--- config.mk ---
export PLATFORM = sky130hd
export DESIGN_NAME = button_debounce
export DESIGN_NICKNAME = d
export VERILOG_FILES = /design/src/rtl/button_debounce.sv
export SDC_FILE = /design/constraint.sdc
export NUM_CORES = 1
export LEC_CHECK = 0
export CAP_MARGIN = 20
export CORE_ASPECT_RATIO = 0.75
export CORE_UTILIZATION = 37
export CTS_BUF_LIST = sky130_fd_sc_hd__clkbuf_8
export CTS_CLUSTER_SIZE = 8
export DETAILED_ROUTE_END_ITERATION = 7
export GPL_ROUTABILITY_DRIVEN = 0
export PLACE_DENSITY = 0.54
export SLEW_MARGIN = 20
export SYNTH_ARGS = -nofsm -noshare
export SYNTH_HDL_FRONTEND = slang
export SYNTH_SLANG_ARGS = --single-unit
export TNS_END_PERCENT = 30
--- constraint.sdc ---
create_clock -name clk -period 2.65 [get_ports clk]
set_input_delay 0.53 -clock clk [delete_from_list [all_inputs] [get_ports clk]]
set_output_delay 0.53 -clock clk [all_outputs]
set_load 0.01 [all_outputs]
--- src/rtl/button_debounce.sv ---
// Push-button conditioner: polarity fix, 2-flop synchroniser, debounce
// counter and hold/auto-repeat timer.
//
// Ports
//   clk          system clock (100 MHz)
//   rst          synchronous active-high reset
//   but_in       raw asynchronous button pin
//   btn_level    debounced pressed state, 1 = pressed
//   btn_press    one-cycle pulse when btn_level rises
//   btn_release  one-cycle pulse when btn_level falls
//   btn_repeat   one-cycle auto-repeat pulse while the button is held
module button_debounce #(
    parameter int unsigned DEBOUNCE_CYCLES = 1000000,
    parameter int unsigned REPEAT_DELAY    = 50000000,
    parameter int unsigned REPEAT_PERIOD   = 10000000,
    parameter bit          ACTIVE_LOW      = 1'b0
) (
    input  logic clk,
    input  logic rst,
    input  logic but_in,
    output logic btn_level,
    output logic btn_press,
    output logic btn_release,
    output logic btn_repeat
);

    localparam int unsigned TMR_MAX   = (REPEAT_DELAY > REPEAT_PERIOD) ? REPEAT_DELAY : REPEAT_PERIOD;
    localparam int unsigned DEB_W     = $clog2(DEBOUNCE_CYCLES + 1);
    localparam int unsigned TMR_W     = $clog2(TMR_MAX + 1);
    localparam bit          REPEAT_EN = (REPEAT_DELAY != 0);

    typedef enum logic [1:0] {
        ST_IDLE,
        ST_HOLD_DELAY,
        ST_REPEATING
    } state_t;

    logic             raw_c;
    logic [1:0]       sync_q;
    logic             sync_c;
    logic             differ_c;
    logic             toggle_c;
    logic [DEB_W-1:0] deb_cnt_q;
    logic [DEB_W-1:0] deb_cnt_d;
    logic             level_q;
    logic             level_d;
    logic             press_q;
    logic             release_q;
    logic             repeat_q;
    logic [TMR_W-1:0] tmr_q;
    state_t           state_q;

    // Polarity correction happens ahead of the synchroniser
    assign raw_c  = but_in ^ ACTIVE_LOW;
    assign sync_c = sync_q[1];

    // Debounce: count consecutive cycles the synchronised input disagrees
    // with the debounced level; toggle on the last of DEBOUNCE_CYCLES.
    always_comb begin
        differ_c  = (sync_c != level_q);
        toggle_c  = differ_c && (deb_cnt_q == DEB_W'(DEBOUNCE_CYCLES - 1));
        deb_cnt_d = '0;
        level_d   = level_q;
        if (toggle_c) begin
            level_d = ~level_q;
        end else if (differ_c) begin
            deb_cnt_d = deb_cnt_q + DEB_W'(1);
        end
    end

    // Synchroniser, debounce state and edge pulses
    always_ff @(posedge clk) begin
        if (rst) begin
            sync_q    <= 2'b00;
            deb_cnt_q <= '0;
            level_q   <= 1'b0;
            press_q   <= 1'b0;
            release_q <= 1'b0;
        end else begin
            sync_q    <= {sync_q[0], raw_c};
            deb_cnt_q <= deb_cnt_d;
            level_q   <= level_d;
            press_q   <= toggle_c & ~level_q;
            release_q <= toggle_c & level_q;
        end
    end

    // Hold/auto-repeat FSM. The timer reads 1 in the press cycle, so a
    // match against the delay/period lands the pulse exactly that many
    // cycles after the reference pulse. A release on the expiry edge wins.
    always_ff @(posedge clk) begin
        if (rst) begin
            state_q  <= ST_IDLE;
            tmr_q    <= '0;
            repeat_q <= 1'b0;
        end else begin
            repeat_q <= 1'b0;
            case (state_q)
                ST_IDLE: begin
                    tmr_q <= '0;
                    if (REPEAT_EN && toggle_c && !level_q) begin
                        state_q <= ST_HOLD_DELAY;
                        tmr_q   <= TMR_W'(1);
                    end
                end
                ST_HOLD_DELAY: begin
                    if (toggle_c) begin
                        state_q <= ST_IDLE;
                        tmr_q   <= '0;
                    end else if (tmr_q == TMR_W'(REPEAT_DELAY)) begin
                        state_q  <= ST_REPEATING;
                        repeat_q <= 1'b1;
                        tmr_q    <= TMR_W'(1);
                    end else begin
                        tmr_q <= tmr_q + TMR_W'(1);
                    end
                end
                ST_REPEATING: begin
                    if (toggle_c) begin
                        state_q <= ST_IDLE;
                        tmr_q   <= '0;
                    end else if (tmr_q == TMR_W'(REPEAT_PERIOD)) begin
                        repeat_q <= 1'b1;
                        tmr_q    <= TMR_W'(1);
                    end else begin
                        tmr_q <= tmr_q + TMR_W'(1);
                    end
                end
                default: begin
                    state_q <= ST_IDLE;
                    tmr_q   <= '0;
                end
            endcase
        end
    end

    assign btn_level   = level_q;
    assign btn_press   = press_q;
    assign btn_release = release_q;
    assign btn_repeat  = repeat_q;

endmodule
==> impl_metrics.json <==
{
  "synthAdderAreaFrac_pct": 3.56,
  "drt-total-wl_mm": 4.42,
  "drv_slew": 0,
  "status": "finished, final reports clean",
  "coreArea_sq_um": 6350,
  "syn_area_sq_um": 2460,
  "final_cell_mix": "nor2_1, dfxtp_1, xor2_1",
  "cts_tree": "done",
  "track_usage_pct": 14.4,
  "post_cts.repair.setup_buffers": 0,
  "row_count": 25,
  "n_antenna_cell": 0,
  "synth_simple_gate_area_share_pct": 29.8,
  "die-area_sq_um": 6970,
  "power.sequential.fraction_pct": 61.6,
  "min_period_ps": 2290,
  "synth.avg_cell_area_sq_um": 8.81,
  "start_util_pct": 38.7,
  "dpl.cell_count": 363,
  "tightestPinTransition_ps": 507,
  "synth_top_family_by_area": "simple AND/OR/NAND/NOR gates",
  "final_nets": 299,
  "final-setup-viol-count": 0,
  "ys_warn_count": 0,
  "clockBufferDepth": 2,
  "ir_drop_mv": 0.298,
  "p_sw_mw": 0.305,
  "grt_pass1_vias": 1670,
  "synth_edf_count": 0,
  "antenna_found_initial": 0,
  "setup_tns_ps": 0,
  "muxShareOfSynthArea_pct": 0,
  "dr.pass1.iters": 4,
  "grt_pass1_wl_mm": 7.84,
  "power_frac_comb_pct": 0.8,
  "pwr-share-clk_pct": 37.6,
  "fmaxAchievable_ghz": 0.437,
  "route.detailed.vias_per_inst": 4.96,
  "critPathLaunchType": "flip-flop",
  "power_mw": 1.32,
  "dp_hpwl_mm": 3.11,
  "hold_viol": 0,
  "synth_seq_cells": 54,
  "drcViolationCount": 0,
  "grt_overflow": 0,
  "critPathMaxStageDelay_ps": 520,
  "insertion_delay_ps": 320,
  "clock-sinks": 54,
  "ant_nets": 0,
  "synth_xor_area_share_pct": 15.7,
  "maxCapViolations": 0,
  "hold_slack_ps": 451,
  "vias": 1841,
  "ios": 7,
  "cts-root-buf": "clkbuf_8",
  "crit_chain": "xnor2_1 > or4_1 > or3_1 > or3_1 > a311oi_1",
  "synth-seq-area-share_pct": 44.0,
  "grt_max_degree": 26,
  "clk_pin_slew_ps": 110,
  "wl_per_cell_um": 11.9,
  "synth_ff_type": "dfxtp_1",
  "async_flop_share_pct": 0,
  "path_max_fanout": 11,
  "slowest_stage": "or4_1",
  "synth_cells": 279,
  "die_h_um": 72.6,
  "cts_hold_buf": 0,
  "clock_skew_ps": 11.4,
  "rsz0062_at_grt": "no",
  "htree_levels": 2,
  "timing.slew.headroom_pct": 65.9,
  "synth_compound_area_share_pct": 3.87,
  "final_common_cell": "nor2_1",
  "crit_top_cell": "or3_1",
  "end_kind": "flip-flop",
  "hp-class": "reg -> reg",
  "yosysUniqueCellTypes": 33,
  "drt_iter0_drc": 97,
  "worstSetupPathType": "reg -> reg",
  "p_per_area_nw_per_um2": 488,
  "portBuffers": 6,
  "layout-drive-gt1-share_pct": 4.83,
  "cts_buffers": 5,
  "period_share_pct": 86.3,
  "fin_cells": 371,
  "areaGrowthSynthToFinish_pct": 10.2,
  "dieWidth_um": 96.1,
  "swShare_pct": 23.1,
  "cellLeakagePower_nw": 0.834,
  "syn-num-nets": 289,
  "cts_resized": 0,
  "critical_path_arrival_ps": 2520,
  "critPathRequiredTime_ps": 2890,
  "p_int_mw": 1.02
}
## Yosys cell counts, types with 4 or more instances
library cell	instances	area share, %
nand2_1	17	2.6
xor2_1	30	11
and3_1	6	1.5
xnor2_1	14	5.0
and4_1	4	1.4
dfxtp_1	54	44
nor3_1	6	1.2
ha_1	7	3.6
inv_1	10	1.5
nand4_1	12	3.1
nand3_1	23	4.7
nor2_1	57	8.7
nor4bb_1	4	1.6
## metrics by stage
| step | utilization, % | area, sq um | setup WS, ps |
|---|---|---|---|
| finish | 42.7 | 2710 | 363 |
| CTS | 42.7 | 2710 | 372 |
| global placement | 41.1 | 2610 | 425 |
| detailed placement | 41.1 | 2610 | 392 |
| floorplan | - | 2460 | 516 |
| global route | 42.7 | 2710 | 245 |
## power by group through the flow
stage / registers [mW] / clock network (mW) / logic, mW
detailed placement: 0.832 / 0 / 0.0111
floorplan: 0.832 / 0 / 0.00631
finish: 0.814 / 0.496 / 0.0109
global route: 0.814 / 0.545 / 0.0122
global placement: 0.832 / 0 / 0.0111
CTS: 0.814 / 0.509 / 0.0112
## worst paths after layout
path	start	end	slack (ps)	depth (start not counted)
worst min-delay path	sync_q[0]	sync_q[1]	450	1
worst min register to register	sync_q[0]	sync_q[1]	450	1
worst max register to register	btn_level	tmr_q[0]	360	5
worst max-delay path	btn_level	tmr_q[0]	360	5
## critical path, delay by kind of cell, from the launching register on
family / cells / cell delay [ps]
flip-flops: 1 / 440
XOR/XNOR: 1 / 110
AO/OA/AOI/OAI: 1 / 250
AND/OR/NAND/NOR: 3 / 1390
## cells by family after synthesis
family / Yosys count
simple gates: 146
flops: 54
xor+xnor: 44
buf+inv: 17
compound gates: 11
fa+ha+maj: 7
## area by class of cell
cell class / instances / area, sq um
fill: 648 / 3640
multi-input combinational: 208 / 1300
sequential: 54 / 1080
tap: 81 / 101
timing repair buffer: 10 / 90.1
clock buffer: 5 / 68.8
inverter: 10 / 37.5
clock inverter: 3 / 28.8
## sequential cells by signal, summed over array words and instances (netlist names)
| signal | count |
|---|---|
| btn_release | 1 |
| state_q | 2 |
| sync_q | 2 |
| btn_repeat | 1 |
| btn_level | 1 |
| deb_cnt_q | 20 |
| tmr_q | 26 |
| btn_press | 1 |
## routing by layer
layer | global-route usage, % | share of wire [%] | vias up
met3 | 3.75 | 4.2 | 5
met4 | 4.48 | 1.1 | 0
met1 | 21.8 | 57 | 836
met2 | 19.5 | 38 | 28
li1 | - | - | 972
met5 | 0 | 0 | -
(Power assumes the default switching activity.)
